$ cat src/rtl/fifo_sched_pkg.sv
// Shared types and defaults for the FIFO port scheduler.
// Holds the state/side enums and default FIFO geometry.
package fifo_sched_pkg;

  typedef enum logic [1:0] {
    S_IDLE,
    S_WR,
    S_RD
  } state_t;

  typedef enum logic {
    WRITE,
    READ
  } side_t;

  localparam int DEPTH_DEF = 16;
  localparam int DW_DEF    = 8;

endpackage

$ cat src/rtl/fifo_port_sched_rr_arbiter.sv
// Round-robin picker: first eligible index after ptr wins.
// Ports: elig (request vector), ptr (last owner), gnt (one-hot), idx (winner).
module rr_arbiter #(
  parameter int N = 4
) (
  input  logic [N-1:0]         elig,
  input  logic [$clog2(N)-1:0] ptr,
  output logic [N-1:0]         gnt,
  output logic [$clog2(N)-1:0] idx
);

  localparam int PW = $clog2(N);

  // Walk from farthest to nearest so the nearest eligible
  // index after ptr is the one left standing.
  always_comb begin
    gnt = '0;
    idx = '0;
    for (int k = N; k >= 1; k--) begin
      automatic int j = (int'(ptr) + k) % N;
      if (elig[j]) begin
        gnt    = '0;
        gnt[j] = 1'b1;
        idx    = PW'(j);
      end
    end
  end

endmodule

$ cat src/rtl/fifo_port_sched.sv
// Shares one FIFO port among N_WR writers and one reader:
// round-robin writers, bounded bursts, read/write alternation.
// Ports: wr_req/wr_data/wr_gnt, rd_req/rd_gnt/rd_valid/rd_data,
// fifo_wr/fifo_rd/fifo_din/fifo_full/fifo_empty/fifo_dout, level.
// Macro FIFO_SCHED_CHECK_EN adds a sticky err output.
module fifo_port_sched
  import fifo_sched_pkg::*;
#(
  parameter int N_WR      = 4,
  parameter int DW        = DW_DEF,
  parameter int MAX_BURST = 4,
  parameter int DEPTH     = DEPTH_DEF
) (
  input  logic                     clk,
  input  logic                     rst_n,
  input  logic [N_WR-1:0]          wr_req,
  input  logic [N_WR*DW-1:0]       wr_data,
  output logic [N_WR-1:0]          wr_gnt,
  input  logic                     rd_req,
  output logic                     rd_gnt,
  output logic                     rd_valid,
  output logic [DW-1:0]            rd_data,
  output logic                     fifo_wr,
  output logic                     fifo_rd,
  output logic [DW-1:0]            fifo_din,
  input  logic                     fifo_full,
  input  logic                     fifo_empty,
  input  logic [DW-1:0]            fifo_dout,
  output logic [$clog2(DEPTH):0]   level
`ifdef FIFO_SCHED_CHECK_EN
  ,
  output logic                     err
`endif
);

  localparam int PW = $clog2(N_WR);
  localparam int BW = $clog2(MAX_BURST + 1);
  localparam int LW = $clog2(DEPTH) + 1;

  state_t          state, state_n;
  side_t           side, side_n;
  logic [BW-1:0]   cnt, cnt_n;
  logic [PW-1:0]   ptr, ptr_n;
  logic            run;

  logic [N_WR-1:0] wr_elig;
  logic            rd_elig;
  logic [N_WR-1:0] arb_gnt;
  logic [PW-1:0]   arb_idx;
  logic [N_WR-1:0] wg;
  logic            rg;
  logic            keep_wr;
  logic            keep_rd;
  logic            pick_wr;

  assign wr_elig = wr_req & {N_WR{~fifo_full}};
  assign rd_elig = rd_req & ~fifo_empty;

  rr_arbiter #(
    .N (N_WR)
  ) u_arb (
    .elig (wr_elig),
    .ptr  (ptr),
    .gnt  (arb_gnt),
    .idx  (arb_idx)
  );

  always_comb begin
    state_n = state;
    side_n  = side;
    cnt_n   = cnt;
    ptr_n   = ptr;
    wg      = '0;
    rg      = 1'b0;
    keep_wr = (state == S_WR) && wr_elig[ptr]
              && (cnt < BW'(MAX_BURST));
    keep_rd = (state == S_RD) && rd_elig
              && (cnt < BW'(MAX_BURST));
    // Writers go first after a read burst, or when
    // the reader has nothing to do.
    pick_wr = (|wr_elig) && ((side == READ) || !rd_elig);
    // run holds off grants until the first edge after reset.
    if (run) begin
      if (keep_wr) begin
        wg[ptr] = 1'b1;
        cnt_n   = cnt + BW'(1);
      end else if (keep_rd) begin
        rg    = 1'b1;
        cnt_n = cnt + BW'(1);
      end else if (pick_wr) begin
        wg      = arb_gnt;
        ptr_n   = arb_idx;
        state_n = S_WR;
        side_n  = WRITE;
        cnt_n   = BW'(1);
      end else if (rd_elig) begin
        rg      = 1'b1;
        state_n = S_RD;
        side_n  = READ;
        cnt_n   = BW'(1);
      end else begin
        state_n = S_IDLE;
        cnt_n   = '0;
      end
    end
  end

  assign wr_gnt  = wg & {N_WR{rst_n}};
  assign rd_gnt  = rg & rst_n;
  assign fifo_wr = |wr_gnt;
  assign fifo_rd = rd_gnt;
  assign rd_data = fifo_dout;

  always_comb begin
    fifo_din = '0;
    for (int i = 0; i < N_WR; i++) begin
      if (wr_gnt[i]) fifo_din = wr_data[i*DW +: DW];
    end
  end

  always_ff @(posedge clk or negedge rst_n) begin
    if (!rst_n) begin
      state    <= S_IDLE;
      side     <= READ;
      cnt      <= '0;
      ptr      <= PW'(N_WR - 1);
      run      <= 1'b0;
      rd_valid <= 1'b0;
      level    <= '0;
    end else begin
      state    <= state_n;
      side     <= side_n;
      cnt      <= cnt_n;
      ptr      <= ptr_n;
      run      <= 1'b1;
      rd_valid <= rd_gnt;
      if (fifo_wr && (level != LW'(DEPTH)))
        level <= level + LW'(1);
      else if (fifo_rd && (level != '0))
        level <= level - LW'(1);
    end
  end

`ifdef FIFO_SCHED_CHECK_EN
  logic bad;

  always_comb begin
    bad = ((level == '0) != fifo_empty)
       || ((level == LW'(DEPTH)) != fifo_full)
       || (|(wr_gnt & ~wr_elig))
       || (rd_gnt & ~rd_elig);
  end

  always_ff @(posedge clk or negedge rst_n) begin
    if (!rst_n) err <= 1'b0;
    else if (bad) err <= 1'b1;
  end
`endif

endmodule

$ cat config.mk
export PLATFORM = sky130hd
export DESIGN_NAME = fifo_port_sched
export DESIGN_NICKNAME = d
export VERILOG_FILES = /design/src/rtl/fifo_sched_pkg.sv /design/src/rtl/fifo_port_sched_rr_arbiter.sv /design/src/rtl/fifo_port_sched.sv
export SDC_FILE = /design/constraint.sdc
export NUM_CORES = 1
export LEC_CHECK = 0
export CAP_MARGIN = 20
export CORE_ASPECT_RATIO = 1.75
export CORE_UTILIZATION = 50
export DETAILED_ROUTE_END_ITERATION = 10
export DONT_BUFFER_PORTS = 1
export PLACE_DENSITY = 0.69
export SLEW_MARGIN = 5
export SYNTH_ARGS = -nofsm -noshare
export SYNTH_HDL_FRONTEND = slang
export SYNTH_SLANG_ARGS = --single-unit
$ cat constraint.sdc
create_clock -name clk -period 5 [get_ports clk]
set_clock_uncertainty 0.05 [all_clocks]
set_input_delay 1 -clock clk [delete_from_list [all_inputs] [get_ports clk]]
set_output_delay 1 -clock clk [all_outputs]
set_load 0.01 [all_outputs]
==> qor.yml, run 1 <==
grt:
  grt_pass1_wl_um: 7400
  grt_pass1_vias: 1662
  use_met3_pct: 3.55
  grt_antenna_before_repair: 0
  grt_use_total_pct: 21.9
  met2_usage_pct: 40.8
  grt_max_degree: 17
  met1_usage_pct: 23.3
  globalRouteOverflowTotal: 0
  top_usage_layer: "met2"
hold_path:
  hold_path.class: "in2async"
placed_design:
  dpl_cell_area_sq_um: 1940
  place.port_buffers: 0
  routabilityCongestion: 0.865
  place_hpwl_um: 3550
  dp.cells: 260
  pre_cts_ws_ns: 0.472
setup_path:
  required_ns: 3.95
  worstPathArrival_ns: 3.66
  rr_startpoint: "ptr[0]$_DFFE_PN1P_"
  ff2ff_setup_slack_ns: 0.42
  r2r_end: "level[4]$_DFFE_PN0P_"
  critical_path_class: "reg2out"
  worstSetupStartpointType: "flop"
  cp-end-kind: "output port"
  crit_fanout: 13
  r2r_cells: 14
drt:
  vias_per_cell: 6.42
  wl_per_cell_um: 17.3
  drt-initial-drc-count: 42
  dr.pass1.iters: 4
  vias: 1694
  final_antenna_net_count: 0
  drc: 0
  totalWireLength_um: 4580
pwr:
  peakVddDrop_mv: 0.279
  p_leak_uw: 0.000838
  powerDensity_nw_per_um2: 488
floorplan:
  core_region_area_sq_um: 3830
  ios: 78
  fp.dieH_um: 85.6
  start_util_pct: 52.1
  rows: 30
  die_x_um: 49.7
  dieArea_sq_um: 4260
clock_tree:
  postCtsResizedCells: 0
  post_cts_buffers: 0
  clk_latency_ns: 0.25
  clk_path_buf_depth: 2
  numCtsBuffers: 3
  cts_tree: "yes"
  clkSlewWorstSetupHoldPaths_ns: 0.06
  clock_sinks: 15
  htree_levels: 1
  hold_buffers: 0
  cts-root-buf: "clkbuf_8"
timing:
  maxSlewViolCount: 0
  worst_hold_slack_ns: 0.391
  period_minus_slack_ns: 4.71
  rsz0062_at_grt: "no"
  timing.fmax_ghz: 0.212
  fin_setup_tns_ns: 0
  worst_slew_pin_slew_ns: 0.677
  slew_headroom_pct: 54.4
  layout_worst_path_cycle_share_pct: 94.3
  layout_setup_ws_ns: 0.285
  hold_viol_final: 0
  setup_viol_count_final: 0
status:
  outcome: "finished clean"
yosys:
  yosysSeqAreaShare_pct: 19.0
  synthTopCellsByCount: "inv_1 (20), nor2_1 (20), nand2_1 (17)"
  ys_types: 66
  synthArstFlopShare_pct: 100
  synthCells: 229
  synth.avg_cell_area_sq_um: 8.71
  synth.area.top_cells: "dfrtp_1 (15%), a221oi_2 (6.0%), ha_1 (5.0%), dfstp_2 (4.0%), buf_4 (3.8%)"
  syn-cell-area_sq_um: 1990
  synth_edf_count: 0
  synth_seq_cells: 15
  synth_warnings: 0
  yosys.area.top_type: "dfrtp_1"
  synthDominantCellAreaShare_pct: 15.1
  synth_nets: 287
  synth_top_flop_cell: "dfrtp_1"
final_layout:
  num_antenna_cells: 0
  final_cell_area_sq_um: 1980
  fin_nets: 275
  layout-drive-gt1-share_pct: 16.2
  post_layout_nonfiller_instances: 264
  syn_to_final_growth_pct: -0.627
job:
  max_cap_viol_count: 0
-- registers in the layout, indices dropped and copies added, names as in the netlist --
signal	count
cnt	3
level	5
ptr	2
rd_valid	1
run	1
side	1
state	2
-- how the worst max path moves through the flow --
stage                            start                   end  cells past startpoint
CTS                 ptr[0]$_DFFE_PN1P_           fifo_din[1]                     10
global route        ptr[0]$_DFFE_PN1P_           fifo_din[1]                     10
global placement    ptr[0]$_DFFE_PN1P_  level[4]$_DFFE_PN0P_                     14
detailed placement  ptr[0]$_DFFE_PN1P_  level[4]$_DFFE_PN0P_                     15
finish              ptr[0]$_DFFE_PN1P_           fifo_din[1]                      9
floorplan                    fifo_full           fifo_din[6]                     10
-- cells in the final DEF, fill, tap and decap left out, types with 3 or more instances in the layout --
| master | synthesis | final |
|---|---|---|
| mux2i_1 | 7 | 7 |
| o21ai_0 | 10 | 10 |
| dfrtp_1 | 12 | 12 |
| nor3b_1 | 3 | 3 |
| nand2_1 | 17 | 17 |
| clkbuf_8 | 0 | 3 |
| buf_4 | 10 | 3 |
| a221oi_2 | 8 | 8 |
| nor2b_1 | 4 | 4 |
| a31oi_1 | 3 | 3 |
| dfstp_2 | 3 | 3 |
| nand2b_1 | 7 | 7 |
| nor2_1 | 20 | 20 |
| ha_1 | 8 | 8 |
| inv_1 | 20 | 20 |
| a21o_1 | 8 | 8 |
| nand3_1 | 3 | 3 |
| and2_1 | 6 | 6 |
| a21oi_1 | 3 | 3 |
| a22oi_1 | 8 | 8 |
| a41o_1 | 3 | 3 |
| o31ai_1 | 4 | 4 |
-- cell type report --
class | instances | area (sq um)
Multi-Input combinational cell | 174 | 1400
Tap cell | 48 | 60.1
Inverter | 20 | 75.1
Clock buffer | 4 | 45.0
Sequential cell | 15 | 379
Fill cell | 377 | 1850
Timing Repair Buffer | 3 | 22.5
-- per-layer routing --
metal | share of wire [%] | vias up
li1 | - | 823
met1 | 39 | 802
met2 | 52 | 56
met3 | 5.3 | 13
met4 | 3.2 | 0
met5 | 0 | -
-- kinds of logic after synthesis --
| logic type | share of synthesized area [%] |
|---|---|
| xor gates and xnor gates | 0.878 |
| AOI/OAI and AO/OA | 37.2 |
| and+or+nand+nor | 19.9 |
| buffers and inverters | 10.8 |
| adders and majority gates | 6.02 |
| muxes | 5.96 |
| other | 0.188 |
| DFF | 19.0 |
-- metrics by stage --
stage | power, uW | utilization (%)
3_5_place_dp | 863 | 50.6
3_3_place_gp | 856 | 50.6
6_report | 968 | 51.8
2_1_floorplan | 774 | -
5_1_grt | 1050 | 51.8
4_1_cts | 970 | 51.8
-- power breakdown --
group / total (uW) / switching (uW) / internal (uW)
Sequential: 237 / 71.6 / 165
Clock: 99.5 / 43.0 / 56.5
Combinational: 632 / 355 / 277
Total: 968 / 469 / 499
-- critical path, cell delays in order, from the launching register on --
cell	delay [ns]
dfstp_2	0.68
inv_1	0.12
ha_1	0.49
mux2i_1	0.23
o22a_1	0.39
o21ai_0	0.15
a221o_1	0.39
a221oi_4	0.45
a22oi_1	0.15
a221oi_2	0.36
Note: power is estimated with default switching activity, not from simulation.
==> run 2: changes to the inputs <==
--- a/config.mk
+++ b/config.mk
@@ -5,8 +5,10 @@
 export SDC_FILE = /design/constraint.sdc
 export NUM_CORES = 1
 export LEC_CHECK = 0
+export ABC_CLOCK_PERIOD_IN_PS = 5000
 export CAP_MARGIN = 20
 export CORE_ASPECT_RATIO = 1.75
+export CORE_MARGIN = 1.5
 export CORE_UTILIZATION = 50
 export DETAILED_ROUTE_END_ITERATION = 10
 export DONT_BUFFER_PORTS = 1
==> run 2 against run 1 <==
  * Final cell count is 0.38% lower
  * Combinational power decreased by 0.9%
  * Sequential share of layout area up 0.061 points
  * Die area increased by 3.2%
  * Routed wire length is 2.5% lower
  * Clock power down 2.4%
  * Critical endpoint is now fifo_din[7]
==> qor.yml, run 2 (synthesis gave the netlist of run 1 again) <==
timing:
  worst_slew_pin_slew_ns: 0.548  # -0.129 ns
  fin_setup_tns_ns: 0  # unchanged
  period_minus_slack_ns: 4.75  # +0.0321 ns
  hold_viol_final: 0  # unchanged
  timing.fmax_ghz: 0.211  # -0.68%
  setup_viol_count_final: 0  # unchanged
  rsz0062_at_grt: "no"
  worst_hold_slack_ns: 0.397  # +0.00585 ns
  maxSlewViolCount: 0  # unchanged
  slew_headroom_pct: 63.3  # +8.8 points
  layout_worst_path_cycle_share_pct: 94.9  # +0.64 points
  layout_setup_ws_ns: 0.253  # -0.0321 ns
pwr:
  p_switching_uw: 465  # -0.93%
  comb_power_share_pct: 65.1  # -0.2 points
  powerDensity_nw_per_um2: 486  # -0.45%
  internal_power_uw: 496  # -0.60%
  seq_power_share_pct: 24.7  # +0.2 points
  switching_share_pct: 48.4  # -0.085 points
  peakVddDrop_mv: 0.300  # +7.3%
  p_leak_uw: 0.000837  # -0.17%
  power_frac_clock_pct: 10.1  # -0.2 points
drt:
  final_antenna_net_count: 0  # unchanged
  wl_per_cell_um: 17.0  # -2.1%
  vias_per_cell: 6.65  # +3.6%
  drt-initial-drc-count: 46  # +9.5%
  drc: 0  # unchanged
  totalWireLength_um: 4470  # -2.5%
  dr.pass1.iters: 4  # unchanged
  vias: 1748  # +3.2%
setup_path:
  crit_fanout: 13  # unchanged
  r2r_end: "level[4]$_DFFE_PN0P_"
  critical_path_class: "reg2out"
  ff2ff_setup_slack_ns: 0.42  # about the same
  cp-end-kind: "output port"
  worstSetupStartpointType: "flop"
  worstPathArrival_ns: 3.70  # +0.04 ns
  rr_startpoint: "ptr[0]$_DFFE_PN1P_"
  required_ns: 3.95  # about the same
  r2r_cells: 15  # +1
clock_tree:
  postCtsResizedCells: 0  # unchanged
  clk_latency_ns: 0.24  # about the same
  htree_levels: 1  # unchanged
  hold_buffers: 0  # unchanged
  clock_sinks: 15  # unchanged
  numCtsBuffers: 3  # unchanged
  cts-root-buf: "clkbuf_8"
  cts_tree: "yes"
  clk_path_buf_depth: 2  # unchanged
  post_cts_buffers: 0  # unchanged
  clkSlewWorstSetupHoldPaths_ns: 0.06  # about the same
final_layout:
  num_antenna_cells: 0  # unchanged
  fin_nets: 274  # -0.36%
  largest_reg_flops: 5  # unchanged
  syn_to_final_growth_pct: -0.941
  final_cell_mix: "nor2_1 (20), inv_1 (20), nand2_1 (17)"
  top_register: "level"
  layout-drive-gt1-share_pct: 16.3  # +0.075 points
  largest_registers: "level x5, cnt x3"
placed_design:
  place_hpwl_um: 3550  # +0.10%
  routabilityCongestion: 0.845  # -2.3%
  place.port_buffers: 0  # unchanged
  pre_cts_ws_ns: 0.476  # +0.00424 ns
grt:
  grt_antenna_before_repair: 0  # unchanged
  grt_pass1_wl_um: 7290  # -1.4%
  globalRouteOverflowTotal: 0  # unchanged
  grt_max_degree: 17  # unchanged
  grt_use_total_pct: 20.8  # -1.2 points
  grt_pass1_vias: 1730  # +4.1%
floorplan:
  core_region_area_sq_um: 3870  # +0.98%
  die_x_um: 50.7  # +2.0%
  fp.dieH_um: 86.6  # +1.2%
  dieArea_sq_um: 4390  # +3.2%
  rows: 30  # unchanged
  ios: 78  # unchanged
  start_util_pct: 51.6  # -0.51 points
job:
  max_cap_viol_count: 0  # unchanged
status:
  outcome: "finished clean"
hold_path:
  hold_path.class: "in2async"
[run 2: power by group through the flow]
stage          clock, uW  sequential (uW)  combinational [uW]
2_1_floorplan          0              214                 560
3_3_place_gp           0              239                 614
3_5_place_dp           0              239                 624
4_1_cts              102              237                 628
5_1_grt              106              245                 693
6_report            97.1              238                 626
[run 2: how the worst max path moves through the flow]
stage                            start                    to  slack, ns
floorplan                    fifo_full           fifo_din[6]       0.98
global placement    ptr[0]$_DFFE_PN1P_  level[4]$_DFFE_PN0P_       0.57
detailed placement  ptr[0]$_DFFE_PN1P_  level[4]$_DFFE_PN0P_       0.48
CTS                 ptr[0]$_DFFE_PN1P_           fifo_din[3]       0.27
global route        ptr[0]$_DFFE_PN1P_           fifo_din[2]       0.03
finish              ptr[0]$_DFFE_PN1P_           fifo_din[7]       0.25
[run 2: worst max-delay path: stages, from the launching register on]
cell	delay (ns)
dfstp_2	0.68
inv_1	0.12
ha_1	0.50
mux2i_1	0.24
o22a_1	0.40
o21ai_0	0.17
a221o_1	0.40
a221oi_4	0.45
a22oi_1	0.14
a221oi_2	0.35
[run 2: layout make-up]
class / instances / area (sq um)
fillers: 390 / 1890
flip-flops and latches: 15 / 379
inverters: 20 / 75.1
well taps: 48 / 60.1
clock inverters: 1 / 5.00
repair buffers: 2 / 15.0
multi-input cells: 174 / 1400
clock buffers: 3 / 41.3
[run 2: per-stage QoR]
step                      utilization (%)  cell area, sq um  std cells  total power [uW]
after floorplan                         -              1990        229               774
after CTS                            51.1              1980        263               966
final                                51.1              1980        263               960
after global placement               49.9              1930        259               854
after global routing                 51.1              1980        263              1040
after detailed placement             49.9              1930        259               863
[run 2: per-layer routing]
| metal | part of all wire, % | track usage (%) | vias to the layer above |
|---|---|---|---|
| li1 | - | - | 826 |
| met1 | 38 | 21.2 | 846 |
| met2 | 55 | 41.5 | 70 |
| met3 | 5.3 | 1.55 | 6 |
| met4 | 1.5 | 8.60 | 0 |
| met5 | 0 | 0 | - |
